===== src/rtl/pipe_fetch.sv =====
// IF stage and IF/ID pipeline register of the 5-stage MIPS core with a request/ready instruction port.
// Optional macro IF_BUBBLE_CNT_EN adds a bubble_cnt output counting memory-wait bubbles.
module pipe_fetch #(
  parameter logic [31:0] RESET_PC = 32'h0000_0000
) (
  input  logic        clock,
  input  logic        resetn,
  input  logic [1:0]  pcsource,
  input  logic [31:0] bpc,
  input  logic [31:0] jpc,
  input  logic [31:0] ra,
  input  logic        wpcir,
  output logic        imem_req,
  output logic [31:0] imem_addr,
  input  logic [31:0] imem_rdata,
  input  logic        imem_ready,
  output logic [31:0] pc,
`ifdef IF_BUBBLE_CNT_EN
  output logic [31:0] bubble_cnt,
`endif
  output logic [31:0] dpc4,
  output logic [31:0] inst
);

  typedef enum logic {
    S_FETCH = 1'b0,
    S_HOLD  = 1'b1
  } state_t;

  state_t      state_q, state_d;
  logic [31:0] pc_q, pc_d;
  logic [31:0] dpc4_q, dpc4_d;
  logic [31:0] inst_q, inst_d;
  logic [31:0] buf_q, buf_d;
  logic [31:0] redir_pc_q, redir_pc_d;
  logic        redir_valid_q, redir_valid_d;
`ifdef IF_BUBBLE_CNT_EN
  logic [31:0] bubble_cnt_q, bubble_cnt_d;
`endif

  logic        deliver;
  logic        redirect;
  logic [31:0] word;
  logic [31:0] target;
  logic [31:0] pc_plus4;

  always_comb begin
    // NOTE: every always_comb output gets a default first so no path leaves it unassigned (no latches).
    state_d       = state_q;
    pc_d          = pc_q;
    dpc4_d        = dpc4_q;
    inst_d        = inst_q;
    buf_d         = buf_q;
    redir_pc_d    = redir_pc_q;
    redir_valid_d = redir_valid_q;
`ifdef IF_BUBBLE_CNT_EN
    bubble_cnt_d  = bubble_cnt_q;
`endif

    pc_plus4 = pc_q + 32'd4;
    deliver  = wpcir & (((state_q == S_FETCH) & imem_ready) | (state_q == S_HOLD));
    word     = (state_q == S_HOLD) ? buf_q : imem_rdata;
    redirect = wpcir & (pcsource != 2'b00);

    unique case (pcsource)
      2'b01:   target = bpc;
      2'b10:   target = ra;
      2'b11:   target = jpc;
      default: target = pc_plus4;
    endcase

    // IF/ID register: freeze on stall, bubble when the memory has not answered.
    if (wpcir) begin
      if (deliver) begin
        inst_d = word;
        dpc4_d = pc_plus4;
      end else begin
        inst_d = 32'h0;
`ifdef IF_BUBBLE_CNT_EN
        bubble_cnt_d = bubble_cnt_q + 32'd1;
`endif
      end
    end

    // A redirect seen while the delay-slot fetch is still pending is parked in redir_pc.
    if (deliver) begin
      if (redirect) begin
        pc_d          = target;
        redir_valid_d = 1'b0;
      end else if (redir_valid_q) begin
        pc_d          = redir_pc_q;
        redir_valid_d = 1'b0;
      end else begin
        pc_d = pc_plus4;
      end
    end else if (redirect) begin
      redir_pc_d    = target;
      redir_valid_d = 1'b1;
    end

    unique case (state_q)
      S_FETCH: begin
        if (imem_ready && !wpcir) begin
          state_d = S_HOLD;
          buf_d   = imem_rdata;
        end
      end
      S_HOLD: begin
        if (wpcir) state_d = S_FETCH;
      end
      default: state_d = S_FETCH;
    endcase
  end

  always_ff @(posedge clock or negedge resetn) begin
    if (!resetn) begin
      // NOTE: sequential state uses non-blocking assignments; all state, including the buffer, is reset.
      state_q       <= S_FETCH;
      pc_q          <= RESET_PC;
      dpc4_q        <= 32'h0;
      inst_q        <= 32'h0;
      buf_q         <= 32'h0;
      redir_pc_q    <= 32'h0;
      redir_valid_q <= 1'b0;
`ifdef IF_BUBBLE_CNT_EN
      bubble_cnt_q  <= 32'h0;
`endif
    end else begin
      state_q       <= state_d;
      pc_q          <= pc_d;
      dpc4_q        <= dpc4_d;
      inst_q        <= inst_d;
      buf_q         <= buf_d;
      redir_pc_q    <= redir_pc_d;
      redir_valid_q <= redir_valid_d;
`ifdef IF_BUBBLE_CNT_EN
      bubble_cnt_q  <= bubble_cnt_d;
`endif
    end
  end

  assign imem_req  = (state_q == S_FETCH);
  assign imem_addr = pc_q;
  assign pc        = pc_q;
  assign dpc4      = dpc4_q;
  assign inst      = inst_q;
`ifdef IF_BUBBLE_CNT_EN
  assign bubble_cnt = bubble_cnt_q;
`endif

endmodule


===== config.mk =====
export PLATFORM = sky130hd
export DESIGN_NAME = pipe_fetch
export DESIGN_NICKNAME = d
export VERILOG_FILES = /design/src/rtl/pipe_fetch.sv
export SDC_FILE = /design/constraint.sdc
export NUM_CORES = 1
export LEC_CHECK = 0
export CAP_MARGIN = 30
export CELL_PAD_IN_SITES_DETAIL_PLACEMENT = 2
export CELL_PAD_IN_SITES_GLOBAL_PLACEMENT = 2
export CORE_MARGIN = 2
export CORE_UTILIZATION = 28
export CTS_CLUSTER_SIZE = 28
export DETAILED_ROUTE_END_ITERATION = 10
export PLACE_DENSITY = 0.88
export SYNTH_ARGS = -nofsm -noshare
export SYNTH_HDL_FRONTEND = slang
export SYNTH_SLANG_ARGS = --single-unit

===== constraint.sdc =====
create_clock -name clock -period 2.95 [get_ports clock]
set_input_delay 0.59 -clock clock [delete_from_list [all_inputs] [get_ports clock]]
set_output_delay 0.59 -clock clock [all_outputs]
set_load 0.005 [all_outputs]

==> metrics.log, run 1 <==
INFO  metric synth_top_cells_by_area = dfrtp_1, mux2_2, o21ai_0
INFO  metric cts.path.max_buffers = 2
INFO  metric vias_in_the_first_global_route = 8582
INFO  metric yosys_top_cell_area_share = 48.9%
INFO  metric postCtsSetupRepairBufs = 0
INFO  metric critPathCaptureType = flop
INFO  metric vias_per_cell = 5.27
INFO  metric path_clk_slew = 0.08 ns
INFO  metric ys_ff_latch = 162
INFO  metric worstSkewPairLatency = 0.44 ns
INFO  metric max-slew-margin-rel = 54.4%
INFO  metric synth.largest_area_cell = dfrtp_1
INFO  metric first_pass_iters = 4
INFO  metric timing.critical_path.slowest_cell_delay = 0.59 ns
INFO  metric globalRoute.totalOverflow = 0
INFO  metric synth.yosys.seq_area_share = 48.9%
INFO  metric netlist-cell-type-count = 62
INFO  metric cts_tree = yes
INFO  metric yosys_warnings = 0
INFO  metric root_buffer = clkbuf_16
INFO  metric total_via_count_in_the_routed_design = 7768
INFO  metric grt_max_degree = 63
INFO  metric top_level_ports = 263
INFO  metric cts-resized-gates = 0
INFO  metric power.density = 629 mW/mm^2
INFO  metric leakage = 4.80 nW
INFO  metric fin_crit = 2.51 ns
INFO  metric avgRoutedWirePerCell = 22.6 um
INFO  metric drt_iter0_markers = 400
INFO  metric ctsHtreeMaxLevel = 4
INFO  metric synthesis.area_per_instance = 9.83 um^2
INFO  metric tightestPinTransition = 0.679 ns
INFO  metric cts-buffers-inserted = 17
INFO  metric critPathBufInv = 0
INFO  metric finalSetupViolCount = 0
INFO  metric synth-async-reset-ratio = 100%
INFO  metric synth_nets = 979
INFO  metric final-hold-violation-count = 0
INFO  metric grtUsageTotal = 21.7%
INFO  metric drc_errors = 0
INFO  metric portBuffers = 262
INFO  metric crit_required = 3.30 ns
INFO  metric clkSinkCount = 162
INFO  metric core-area = 0.0294 mm^2
INFO  metric worst_setup_path_start_kind = flop
INFO  metric criticalPathCategory = flop to flop
INFO  metric drive_gt1_share = 13.7%
INFO  metric most_used_flip_flop_cell_after_synthesis = dfrtp_1
INFO  metric first_pass_grt_wire_length = 51600 um
INFO  metric critical_path_peak_fanout = 11
INFO  metric min_period_over_period = 85.1%
INFO  metric finalWeightedCongestion = 0.803
INFO  metric dieArea = 0.0310 mm^2
INFO  metric totalWireLength = 33200 um
INFO  metric initial_antenna_violation_count = 8
INFO  metric achievable-frequency = 398 MHz
INFO  metric grt_setup_unrepaired = false
INFO  metric clock-skew-final = 0.0178 ns
INFO  metric die-height = 176 um
INFO  metric antenna_left = 0
INFO  metric outcome = completed
INFO  metric totalPowerFinal = 7.43 mW
INFO  metric gate_family_responsible_for_the_most_delay_along_the_worst_path = simple AND/OR/NAND/NOR gates
INFO  metric synth_cells = 844
INFO  metric dp_hpwl = 24200 um
INFO  metric post_layout_net_count = 1201
INFO  metric cts.hold.buffers_added = 0
INFO  metric synth_enable_flop_cells = 0
INFO  metric critical-path-slowest-cell = or4_1
INFO  metric cap_violations = 0
INFO  metric hold_path_class = input pin to asynchronous set/reset pin
INFO  metric power.ir.vdd_worst = 411 uV
INFO  metric worst_path_arrival = 2.86 ns
INFO  metric die_x = 176 um
INFO  metric crit_chain = ha_1, nand2_1, or3_4, or4_1, o311a_1, o22ai_1
INFO  metric area.growth.synth_to_final = 42.3%
INFO  metric tns = 0 ns
INFO  metric initial_utilization = 28.2%
INFO  metric placement_rows = 63
INFO  metric synthesis.area = 0.00830 mm^2
INFO  metric timing.final.max_slew_violations = 0
through the flow:
step	setup slack (ns)	util, %	cells	hold WS, ns	cell area (um^2)
floorplan	0.705	-	844	0.294	8300
global placement	0.387	38.1	1437	0.456	11200
detailed placement	0.353	38.1	1437	0.470	11200
CTS	0.463	40.1	1469	0.163	11800
global route	0.280	40.1	1469	0.171	11800
finish	0.440	40.2	1473	0.132	11800
routing by layer:
| metal | share of wire, % | routed length [um] | vias to the layer above | global-route usage, % |
|---|---|---|---|---|
| li1 | - | - | 3458 | - |
| met1 | 41 | 13800 | 3989 | 26.6 |
| met2 | 49 | 16400 | 256 | 36.7 |
| met3 | 6.6 | 2190 | 57 | 5.71 |
| met4 | 2.5 | 842 | 8 | 7.61 |
| met5 | 0.17 | 55 | - | 0 |
placed cells by master (no fill, tap or decap), types with 4 or more instances in the layout:
master and count:
dfrtp_1 162, a22o_1 6, o22a_1 4, o21ai_0 78, nand2_1 103, mux2_2 58, nor3_1 7, clkbuf_16 17
o221ai_1 5, xnor2_1 18, nor4_1 10, inv_8 5, nand4_1 9, a21o_1 8, a21oi_1 44, xor2_1 6
nor2b_2 4, a31oi_1 17, o2bb2ai_1 11, diode_2 4, a22oi_1 49, clkdlybuf4s50_1 258, buf_4 33, buf_12 4
inv_1 9, nor2_1 59, mux2i_1 15, clkinv_4 4, nand3_1 8
cell usage after synthesis (15+ instances only):
library cell	number
xnor2_1	18
a22oi_1	49
dfrtp_1	162
clkbuf_1	43
buf_4	35
mux2_2	58
o21ai_0	79
a31oi_1	17
mux2i_1	15
a21oi_1	44
nor2_1	59
nand2_1	104
report_power, final:
group	internal [mW]	switching (mW)
clock	1.14	1.12
combinational	1.19	0.877
sequential	2.65	0.454
total	4.98	2.45
layout make-up:
class,instances,area (um^2)
Antenna cell,4,10.0
Clock buffer,17,425
Clock inverter,15,163
Fill cell,3115,17600
Multi-Input combinational cell,576,3700
Tap cell,390,488
Sequential cell,162,4050
Inverter,10,37.5
Timing Repair Buffer,299,2940
final timing paths:
| check | startpoint | to | slack (ns) | cells after the start |
|---|---|---|---|---|
| max | imem_addr[3] | imem_addr[22] | 0.44 | 6 |
| min | resetn | buf_q[6] | 0.13 | 1 |
| max reg2reg | imem_addr[3] | imem_addr[22] | 0.44 | 6 |
| min reg2reg | redir_pc_q[16] | redir_pc_q[16] | 0.49 | 2 |
| max in group asynchronous | resetn | buf_q[26] | 1.96 | 3 |
| min in group clock | redir_pc_q[16] | redir_pc_q[16] | 0.49 | 2 |
cells by family after synthesis:
kind of cell	count (synthesis)	synth area share, %
AOI/OAI and AO/OA	254	19.7
and+or+nand+nor	224	12.2
DFF	162	48.9
buffers and inverters	106	6.88
muxes	73	9.68
xor gates and xnor gates	24	2.53
adders and majority gates	1	0.151
sequential cells by signal (all words and copies together), names as in the netlist:
register       flops
dpc4              32
inst              32
imem_addr         32
redir_valid_q      1
buf_q             32
state_q            1
redir_pc_q        32
Note: power is estimated with default switching activity, not from simulation.
==> run 2, diff against run 1 <==
--- a/config.mk
+++ b/config.mk
@@ -13,6 +13,7 @@
 export CTS_CLUSTER_SIZE = 28
 export DETAILED_ROUTE_END_ITERATION = 10
 export PLACE_DENSITY = 0.88
+export SLEW_MARGIN = 20
 export SYNTH_ARGS = -nofsm -noshare
 export SYNTH_HDL_FRONTEND = slang
 export SYNTH_SLANG_ARGS = --single-unit
==> results of run 2 <==
The final DEF is identical to that of run 1; final timing and power are the same.
==> run 3, diff against run 2 <==
--- a/config.mk
+++ b/config.mk
@@ -12,6 +12,7 @@
 export CORE_UTILIZATION = 28
 export CTS_CLUSTER_SIZE = 28
 export DETAILED_ROUTE_END_ITERATION = 10
+export GPL_ROUTABILITY_DRIVEN = 0
 export PLACE_DENSITY = 0.88
 export SLEW_MARGIN = 20
 export SYNTH_ARGS = -nofsm -noshare
==> results of run 3 <==
The final DEF is identical to that of run 1; final timing and power are the same.
